## src/rtl/alu_pkg.sv

```systemverilog
// ALU operation codes and operand-forwarding selects shared by the execute stage.
package alu_pkg;

  typedef enum logic [3:0] {
    ALU_AND = 4'b0000,
    ALU_OR  = 4'b0001,
    ALU_ADD = 4'b0010,
    ALU_SUB = 4'b0110,
    ALU_SLT = 4'b0111,
    ALU_XOR = 4'b1001,
    ALU_NOR = 4'b1100,
    ALU_LUI = 4'b1110
  } alu_op_e;

  typedef enum logic [1:0] {
    FWD_RF  = 2'b00,
    FWD_WB  = 2'b01,
    FWD_MEM = 2'b10
  } fwd_sel_e;

endpackage

```

## src/rtl/alu_core.sv

```systemverilog
// Combinational ALU: result, zero flag and signed overflow (ADD/SUB only).
module alu_core
  import alu_pkg::*;
#(
  parameter int unsigned DATA_W = 32
) (
  input  logic [DATA_W-1:0] a,
  input  logic [DATA_W-1:0] b,
  input  logic [3:0]        alu_control,
  output logic [DATA_W-1:0] result,
  output logic              zero,
  output logic              ovf
);

  logic [DATA_W-1:0] sum;
  logic [DATA_W-1:0] diff;
  logic              add_ovf;
  logic              sub_ovf;
  logic              lt;

  assign sum  = a + b;
  assign diff = a - b;
  assign lt   = $signed(a) < $signed(b);

  // Overflow when operand signs permit it and the result sign disagrees with a.
  assign add_ovf = (a[DATA_W-1] == b[DATA_W-1]) && (sum[DATA_W-1]  != a[DATA_W-1]);
  assign sub_ovf = (a[DATA_W-1] != b[DATA_W-1]) && (diff[DATA_W-1] != a[DATA_W-1]);

  always_comb begin
    result = sum;
    ovf    = 1'b0;
    case (alu_control)
      ALU_AND: result = a & b;
      ALU_OR:  result = a | b;
      ALU_ADD: begin
        result = sum;
        ovf    = add_ovf;
      end
      ALU_SUB: begin
        result = diff;
        ovf    = sub_ovf;
      end
      ALU_SLT: result = {{(DATA_W-1){1'b0}}, lt};
      ALU_XOR: result = a ^ b;
      ALU_NOR: result = ~(a | b);
      ALU_LUI: result = DATA_W'({b[15:0], 16'h0000});
      default: begin
        result = sum;
        ovf    = add_ovf;
      end
    endcase
  end

  assign zero = (result == '0);

endmodule

```

## src/rtl/ex_stage.sv

```systemverilog
// MIPS execute stage: operand forwarding, operand-B select, ALU and the EX/MEM register.
module ex_stage
  import alu_pkg::*;
#(
  parameter int unsigned DATA_W = 32,
  parameter int unsigned REG_W  = 5
) (
  input  logic              clk,
  input  logic              rst,
  input  logic [3:0]        alu_control,
  input  logic [DATA_W-1:0] rs_data,
  input  logic [DATA_W-1:0] rt_data,
  input  logic [DATA_W-1:0] imm_ext,
  input  logic              alu_src,
  input  logic [1:0]        fwd_a,
  input  logic [1:0]        fwd_b,
  input  logic [DATA_W-1:0] exmem_fwd_data,
  input  logic [DATA_W-1:0] wb_fwd_data,
  input  logic [REG_W-1:0]  dest_reg_in,
  input  logic              reg_write_in,
  input  logic              mem_read_in,
  input  logic              mem_write_in,
  input  logic              valid_in,
  input  logic              stall,
  input  logic              flush,
  output logic [DATA_W-1:0] alu_result_q,
  output logic [DATA_W-1:0] store_data_q,
  output logic [REG_W-1:0]  dest_reg_q,
  output logic              reg_write_q,
  output logic              mem_read_q,
  output logic              mem_write_q,
  output logic              valid_q,
  output logic              zero_q,
  output logic              ovf_q
);

  logic [DATA_W-1:0] op_a;
  logic [DATA_W-1:0] rt_fwd;
  logic [DATA_W-1:0] op_b;
  logic [DATA_W-1:0] alu_res;
  logic              alu_zero;
  logic              alu_ovf;

  logic              reg_write_d;
  logic              mem_read_d;
  logic              mem_write_d;
  logic              ovf_d;

  // Reserved select 2'b11 falls through to the register-file operand.
  always_comb begin
    op_a = rs_data;
    case (fwd_a)
      FWD_WB:  op_a = wb_fwd_data;
      FWD_MEM: op_a = exmem_fwd_data;
      default: op_a = rs_data;
    endcase
  end

  always_comb begin
    rt_fwd = rt_data;
    case (fwd_b)
      FWD_WB:  rt_fwd = wb_fwd_data;
      FWD_MEM: rt_fwd = exmem_fwd_data;
      default: rt_fwd = rt_data;
    endcase
  end

  assign op_b = alu_src ? imm_ext : rt_fwd;

  alu_core #(
    .DATA_W(DATA_W)
  ) u_alu (
    .a          (op_a),
    .b          (op_b),
    .alu_control(alu_control),
    .result     (alu_res),
    .zero       (alu_zero),
    .ovf        (alu_ovf)
  );

  // Bubbles clear control; an overflowing instruction never writes back.
  always_comb begin
    ovf_d       = valid_in & alu_ovf;
    reg_write_d = valid_in & reg_write_in & ~alu_ovf;
    mem_read_d  = valid_in & mem_read_in;
    mem_write_d = valid_in & mem_write_in;
  end

  always_ff @(posedge clk) begin
    if (rst || flush) begin
      alu_result_q <= '0;
      store_data_q <= '0;
      dest_reg_q   <= '0;
      reg_write_q  <= 1'b0;
      mem_read_q   <= 1'b0;
      mem_write_q  <= 1'b0;
      valid_q      <= 1'b0;
      zero_q       <= 1'b0;
      ovf_q        <= 1'b0;
    end else if (!stall) begin
      alu_result_q <= alu_res;
      store_data_q <= rt_fwd;
      dest_reg_q   <= dest_reg_in;
      reg_write_q  <= reg_write_d;
      mem_read_q   <= mem_read_d;
      mem_write_q  <= mem_write_d;
      valid_q      <= valid_in;
      zero_q       <= alu_zero;
      ovf_q        <= ovf_d;
    end
  end

endmodule
```

## config.mk

```make
export PLATFORM = sky130hd
export DESIGN_NAME = ex_stage
export DESIGN_NICKNAME = d
export VERILOG_FILES = /design/src/rtl/alu_pkg.sv /design/src/rtl/alu_core.sv /design/src/rtl/ex_stage.sv
export SDC_FILE = /design/constraint.sdc
export NUM_CORES = 1
export LEC_CHECK = 0
export ABC_CLOCK_PERIOD_IN_PS = 6300
export CELL_PAD_IN_SITES_DETAIL_PLACEMENT = 1
export CELL_PAD_IN_SITES_GLOBAL_PLACEMENT = 1
export CORE_MARGIN = 2
export CORE_UTILIZATION = 37
export DETAILED_ROUTE_END_ITERATION = 10
export PLACE_DENSITY_LB_ADDON = 0.1
export SLEW_MARGIN = 20
export SYNTH_ARGS = -nofsm -noshare
export SYNTH_HDL_FRONTEND = slang
export SYNTH_HIERARCHICAL = 1
export SYNTH_SLANG_ARGS = --single-unit
```

## constraint.sdc

```tcl
create_clock -name clk -period 6.3 [get_ports clk]
set_clock_uncertainty 0.1 [all_clocks]
set_input_delay 0.945 -clock clk [delete_from_list [all_inputs] [get_ports clk]]
set_output_delay 0.945 -clock clk [all_outputs]
set_load 0.02 [all_outputs]
```

==> reports/results.md, run 1 <==
| Stage | Parameter | Reported |
| --- | --- | --- |
| status | Result of the run | finished clean |
| yosys | Post-synthesis net count | 1810 |
| timing | Hold violation total from the final report | 0 |
| clocking | Maximum level of the CTS H-tree | 3 |
| floorplan | Core box area | 29500 um^2 |
| grt | GRT Overall Usage | 33.8% |
| power and ir drop | IR drop worst, VDD | 121 uV |
| grt | Maximum number of pins on one net before global-route repair | 76 |
| grt | Wire length of the first global-routing pass | 81300 um |
| detailed routing | Via density per instance | 5.96 |
| worst hold path | HP Class | flop to flop |
| power and ir drop | Power density normalized to cell area | 197 nW/um^2 |
| placed design | Number of buffer cells added on primary ports | 256 |
| yosys | Count of distinct cell types in the synthesized netlist | 88 |
| clocking | Clock Latency Late Sink | 0.35 ns |
| floorplan | Die boundary width | 177 um |
| floorplan | Starting Density | 37.4% |
| yosys | Flops & latches, synth | 75 |
| clocking | CTS tree | built |
| detailed routing | Detailed-router iteration count before antenna repair | 6 |
| worst setup path | Worst path arrival time | 6.16 ns |
| timing | Hold slack | 0.363 ns |
| floorplan | Top Ports | 257 |
| layout | Most common cell after layout, fill and taps aside | buf_4 |
| layout | Antenna fix cells | 0 |
| floorplan | Placement row count | 63 |
| placed design | Weighted congestion reported at the end of routability-driven placement | 0.950 |
| clocking | Clk sink count | 75 |
| clocking | Total setup buffers inserted after CTS | 0 |
| layout | Number of nets in the layout | 2230 |
| clocking | Max Buffers Root-to-Sink | 2 |
| worst setup path | Crit Path Max Fanout | 35 |
| timing | Transition time at the pin with the least slew margin | 1.04 ns |
| detailed routing | Via count of the routed design | 13900 |
| detailed routing | Post-detailed-route wirelength per cell | 23.0 um |
| placed design | Instance area after placement | 15600 um^2 |
| timing | Final max-slew violation count | 0 |
| yosys | Number of warnings printed during yosys synthesis | 6 |
| timing | Highest clock frequency the design can meet | 0.166 GHz |
| yosys | Synthesized cell area | 11000 um^2 |
| yosys | Portion of the post-synthesis area used by sequential elements | 13.6% |
| floorplan | Area enclosed by the die boundary | 31200 um^2 |
| flow run | Max Cap Violations | 0 |
| timing | Total Neg Setup Slack | 0 ns |
| layout | Fill cell total of the finished layout | 3703 |
| timing | Final period demand of the worst path | 6.02 ns |
| grt | Overflow after GRT | 0 |
| worst setup path | Type of the worst setup path | input pin to flop |
| yosys | Post-synthesis instance total | 1526 |
| layout | Layout overhead on the synthesized area | 45.1% |
| layout | Layout cells sized above 1 | 19.1% |
| yosys | Average instance area after synthesis | 7.23 um^2 |
| power and ir drop | Leakage dissipation | 6.68 nW |
| detailed routing | DRC Markers | 0 |
| grt | Number of antenna violations at the first check in global routing | 0 |
| floorplan | Y dimension of the die | 177 um |
| worst setup path | Req. time, crit path | 6.44 ns |
| layout | Most used cells in the layout excluding fill and tap cells | buf_4, clkdlybuf4s50_1, nand2_1 |
| grt | Via count of the first global-routing pass | 14000 |
| worst setup path | CP max stage delay | 0.49 ns |
| power and ir drop | Pwr Total | 3.16 mW |
| timing | Final setup viols | 0 |
| clocking | Clock transition at path regs | 0.05 ns |
| layout | Final instance area | 16000 um^2 |
| placed design | Post-placement worst setup slack | -0.242 ns |
| worst setup path | Slowest stage cell, crit path | clkdlybuf4s50_1 |
| clocking | TritonCTS buffer count | 9 |
| yosys | Share of async-settable or async-resettable flops after synthesis | 0% |
| detailed routing | Final antenna-violating net count | 0 |
| detailed routing | Violation count after the first detailed-routing iteration | 1022 |
| yosys | Number of synthesized flops with an enable pin | 0 |
| yosys | Top FF cell, synth | dfxtp_1 |
| timing | Least setup slack across all paths after layout | 0.280 ns |
| timing | Period Utilization, post-route | 95.6% |
| detailed routing | Routed Wire Length | 53900 um |
| clocking | Clock root buffer | clkbuf_16 |
| worst setup path | CP startpoint kind | input pin |
| worst setup path | List of cells traversed by the critical path | clkdlybuf4s50_1 > inv_1 > ha_2 > buf_12 > buf_4 > buf_6 > a221oi_1 > o31ai_1 > inv_1 > ha_1 > inv_1 > o21ai_0 > a221o_1 > a31oi_1 > o31a_1 > o2111ai_1 > a211oi_1 > buf_4 > a31oi_1 > o21ai_0 > buf_4 > nand4bb_1 > a21oi_1 |
| timing | Headroom to the max-slew limit | 30.8% |
| worst setup path | Capturing element type of the critical path | flop |
| placed design | HPWL reported at the end of detailed placement | 44300 um |
state kept, by name (all words and copies together), names as in the netlist:
name / cells
ovf_q: 1
reg_write_q: 1
mem_read_q: 1
store_data_q: 32
dest_reg_q: 5
mem_write_q: 1
valid_q: 1
alu_result_q: 32
zero_q: 1
worst paths after layout:
kind              cells after the start              from          endpoint  slack (ns)
setup reg to reg                      2  store_data_q[15]  store_data_q[15]        5.33
setup / recovery                     23          fwd_b[1]       reg_write_q        0.28
hold / removal                        2       reg_write_q       reg_write_q        0.36
hold reg to reg                       2       reg_write_q       reg_write_q        0.36
area by class of cell:
cell class / count / area (um^2) / share of cell area (%)
multi-input combinational: 1217 / 8590 / 53.7
clock buffer: 10 / 239 / 1.49
timing repair buffer: 538 / 4740 / 29.6
clock inverter: 5 / 53.8 / 0.336
tap: 390 / 488 / 3.05
inverter: 105 / 394 / 2.46
sequential: 75 / 1500 / 9.38
timing repair:
| action | in CTS | in global routing |
|---|---|---|
| hold buffers | 0 | 0 |
| gates resized for setup | 0 | 15 |
| setup endpoints to repair | 0 | 3 |
cells by family after synthesis:
family	count (synthesis)	share of synthesized area, %
multiplexers	47	4.29
XOR/XNOR	9	0.715
adder cells (fa/ha/maj)	102	11.7
AO/OA/AOI/OAI	565	37.9
buffers and inverters	234	9.32
flip-flops	75	13.6
AND/OR/NAND/NOR	494	22.5
worst max-delay path, delay by kind of cell:
kind | cells | cell delay, ns
buffers and inverters | 9 | 1.82
adders and majority gates | 2 | 0.70
and+or+nand+nor | 1 | 0.13
AOI/OAI and AO/OA | 11 | 2.55
cell usage after synthesis (25+ instances only):
cell	instances	area (um^2)
ha_1	100	1250
nor3b_1	35	263
nor2_1	119	447
nand2_1	145	544
clkbuf_1	75	282
inv_1	100	375
mux2i_1	45	450
o31ai_1	48	360
o21ai_0	99	495
nor2b_1	71	444
dfxtp_1	75	1500
a22oi_1	89	668
a221oi_1	39	342
a2111oi_2	32	480
nor3_1	25	125
a21oi_1	86	430
buf_2	30	150
routing by layer:
layer / wire length [um] / GRT usage (%)
met1: 24500 / 45.9
met2: 23800 / 53.3
met3: 4050 / 6.72
met4: 1550 / 11.4
met5: 0 / 0
report_power, final:
part	internal [mW]	switching [mW]
Combinational	0.967	1.14
Sequential	0.502	0.0158
Clock	0.313	0.213
Total	1.78	1.37
per-stage QoR:
stage	utilization (%)	cells
3_3_place_gp	52.9	2323
3_5_place_dp	52.9	2323
5_1_grt	54.3	2340
6_report	54.3	2340
4_1_cts	53.9	2338
2_1_floorplan	-	1526
Note: power is estimated with default switching activity, not from simulation.
==> run 2, diff against run 1 <==
--- a/config.mk
+++ b/config.mk
@@ -11,7 +11,7 @@
 export CORE_MARGIN = 2
 export CORE_UTILIZATION = 37
 export DETAILED_ROUTE_END_ITERATION = 10
-export PLACE_DENSITY_LB_ADDON = 0.1
+export PLACE_DENSITY_LB_ADDON = 0.2
 export SLEW_MARGIN = 20
 export SYNTH_ARGS = -nofsm -noshare
 export SYNTH_HDL_FRONTEND = slang
==> run 2 against run 1 <==
Against the previous run:
- clock power shrank 4%
- count of clock-buffer cells in the layout grew 3
- sequential power is essentially flat
- register-to-register slack is essentially flat
- sequential share of layout area shrank 0.11 points
- critical path type unchanged
==> reports/results.md, run 2 (synthesis results as in run 1) <==
| Stage | Parameter | Reported | Change |
| --- | --- | --- | --- |
| floorplan | Area enclosed by the die boundary | 31200 um^2 | unchanged |
| clocking | CTS tree | built | unchanged |
| detailed routing | Routed Wire Length | 54000 um | was 53900 um |
| clocking | Number of buffers added to fix hold violations after cts | 0 | unchanged |
| layout | Number of nets in the layout | 2245 | was 2230 |
| floorplan | Starting Density | 37.4% | unchanged |
| detailed routing | Violation count after the first detailed-routing iteration | 1041 | was 1022 |
| clocking | Clock root buffer | clkbuf_16 | unchanged |
| floorplan | Core box area | 29500 um^2 | unchanged |
| power and ir drop | Leakage dissipation | 6.76 nW | was 6.68 nW |
| power and ir drop | Power density normalized to cell area | 195 nW/um^2 | was 197 nW/um^2 |
| layout | Fill cell total of the finished layout | 3703 | unchanged |
| timing | Hold violation total from the final report | 0 | unchanged |
| worst hold path | Number of cells on the worst hold path | 2 | unchanged |
| layout | Final cell count without fillers | 2355 | was 2340 |
| grt | Maximum number of pins on one net before global-route repair | 76 | unchanged |
| worst setup path | CP startpoint kind | input pin | unchanged |
| worst hold path | Worst min-delay path endpoint | reg_write_q | unchanged |
| grt | Number of antenna violations at the first check in global routing | 0 | unchanged |
| layout | Antenna fix cells | 0 | unchanged |
| placed design | HPWL reported at the end of detailed placement | 43500 um | was 44300 um |
| timing | Final setup viols | 0 | unchanged |
| placed design | Number of buffer cells added on primary ports | 256 | unchanged |
| layout | Layout overhead on the synthesized area | 46.8% | was 45.1% |
| floorplan | Y dimension of the die | 177 um | unchanged |
| clocking | TritonCTS buffer count | 9 | unchanged |
| floorplan | Placement row count | 63 | unchanged |
| clocking | Clk sink count | 75 | unchanged |
| detailed routing | Detailed-router iteration count before antenna repair | 5 | was 6 |
| status | Result of the run | finished clean | unchanged |
| timing | Final period demand of the worst path | 6.01 ns | was 6.02 ns |
| layout | Most common cell after layout, fill and taps aside | buf_4 | unchanged |
| worst setup path | Cell count of the worst reg-to-reg path | 2 | unchanged |
| timing | Final max-slew violation count | 0 | unchanged |
| worst hold path | HP Class | flop to flop | unchanged |
| worst setup path | End of the worst register-to-register path | store_data_q[14] | was store_data_q[15] |
| grt | Wire length of the first global-routing pass | 81600 um | was 81300 um |
| timing | Transition time at the pin with the least slew margin | 0.937 ns | was 1.04 ns |
| clocking | Max Buffers Root-to-Sink | 2 | unchanged |
| worst hold path | Hold wc startpoint | reg_write_q | unchanged |
| placed design | Weighted congestion reported at the end of routability-driven placement | 0.949 | was 0.950 |
| worst setup path | Worst path arrival time | 6.20 ns | was 6.16 ns |
| timing | Headroom to the max-slew limit | 37.5% | was 30.8% |
| worst setup path | Capturing element type of the critical path | flop | unchanged |
| worst setup path | Reg-to-reg slack, setup | 5.33 ns | about the same |
| grt | Overflow after GRT | 0 | unchanged |
| power and ir drop | IR drop worst, VDD | 119 uV | was 121 uV |
| detailed routing | Via density per instance | 6.02 | was 5.96 |
| flow run | Max Cap Violations | 0 | unchanged |
| layout | Layout cells sized above 1 | 20.4% | was 19.1% |
| worst setup path | Type of the worst setup path | input pin to flop | unchanged |
| clocking | Maximum level of the CTS H-tree | 3 | unchanged |
| placed design | Total placed cells including tap cells | 2335 | was 2323 |
| detailed routing | DRC Markers | 0 | unchanged |
| clocking | Clock transition at path regs | 0.06 ns | was 0.05 ns |
| floorplan | Top Ports | 257 | unchanged |
| clocking | Clock Latency Late Sink | 0.35 ns | about the same |
| timing | Period Utilization, post-route | 95.4% | was 95.6% |
| grt | GRT Overall Usage | 33.6% | was 33.8% |
| grt | Via count of the first global-routing pass | 14200 | was 14000 |
| worst setup path | Reg2reg start | store_data_q[14] | was store_data_q[15] |
| layout | Most used cells in the layout excluding fill and tap cells | buf_4, clkdlybuf4s50_1, nand2_1 | unchanged |
| worst setup path | Req. time, crit path | 6.49 ns | was 6.44 ns |
| worst setup path | Crit Path Max Fanout | 10 | was 35 |
| detailed routing | Via count of the routed design | 14200 | was 13900 |
| floorplan | Die boundary width | 177 um | unchanged |
| timing | Total Neg Setup Slack | 0 ns | unchanged |
| detailed routing | Post-detailed-route wirelength per cell | 22.9 um | was 23.0 um |
| detailed routing | Final antenna-violating net count | 0 | unchanged |
| layout | Biggest registers after layout | alu_result_q (32), store_data_q (32), dest_reg_q (5) | unchanged |
| timing | Highest clock frequency the design can meet | 0.166 GHz | about the same |
[run 2: changes by cell type in the layout (fill, tap and decap cells not counted), sizes merged]
cell / delta
clkinvlp: +1
clkinv: -3
bufinv: -1
clkbuf: +4
buf: +14
[run 2: power by group]
group	leakage, nW	switching, mW	internal (mW)
logic	6.02	1.16	0.982
clock network	0.126	0.231	0.276
registers	0.612	0.0156	0.501
total	6.76	1.40	1.76
[run 2: worst max-delay path by stage]
| stage | start | to | depth (start not counted) |
|---|---|---|---|
| after floorplan | fwd_b[0] | zero_q | 21 |
| after global placement | fwd_b[0] | zero_q | 23 |
| after detailed placement | fwd_b[0] | zero_q | 23 |
| after CTS | fwd_b[0] | zero_q | 22 |
| after global routing | fwd_b[1] | zero_q | 22 |
| final | fwd_b[1] | zero_q | 21 |
[run 2: layout make-up]
class / instances / area, um^2 / area share, %
multi-input cells: 1217 / 8690 / 53.7
repair buffers: 553 / 4860 / 30.0
flip-flops and latches: 75 / 1500 / 9.27
well taps: 390 / 488 / 3.01
inverters: 105 / 394 / 2.43
clock buffers: 13 / 250 / 1.54
clock inverters: 2 / 12.5 / 0.0772
[run 2: timing repair]
item                                    4_1_cts  5_1_grt
buffers inserted                              1        3
endpoints found under the setup margin        1        6
gates resized for setup                       2       41
pin swaps                                     1        6
[run 2: per-layer routing]
metal	vias to the layer above	wire length, um	track usage [%]
met5	-	0	0
met4	0	1670	10.9
met3	92	3960	4.94
met2	626	24000	53.4
met1	6934	24400	46.5
li1	6534	-	-
[run 2: critical path, stage by stage]
cell,delay (ns)
clkdlybuf4s50_1,0.55
inv_1,0.09
ha_4,0.21
a221oi_2,0.31
o31ai_2,0.12
ha_1,0.25
fa_1,0.42
o21bai_2,0.24
a21oi_1,0.12
a221oi_1,0.30
o2bb2a_1,0.31
or4b_1,0.46
nor4_1,0.22
buf_4,0.16
or4b_1,0.54
nor4_4,0.31
buf_4,0.16
nand4b_1,0.11
nor4_2,0.15
mux2i_1,0.10
nor2_1,0.12
[run 2: stage by stage]
step	util, %	total power [mW]	hold slack, ns	setup slack, ns	cell area [um^2]
3_5_place_dp	53.3	2.57	0.355	-0.579	15700
4_1_cts	54.2	3.10	0.364	0.000762	16000
6_report	54.9	3.16	0.360	0.289	16200
3_3_place_gp	53.3	2.52	0.349	-0.387	15700
2_1_floorplan	-	1.57	0.436	0.932	11000
5_1_grt	54.9	3.35	0.387	-0.00523	16200
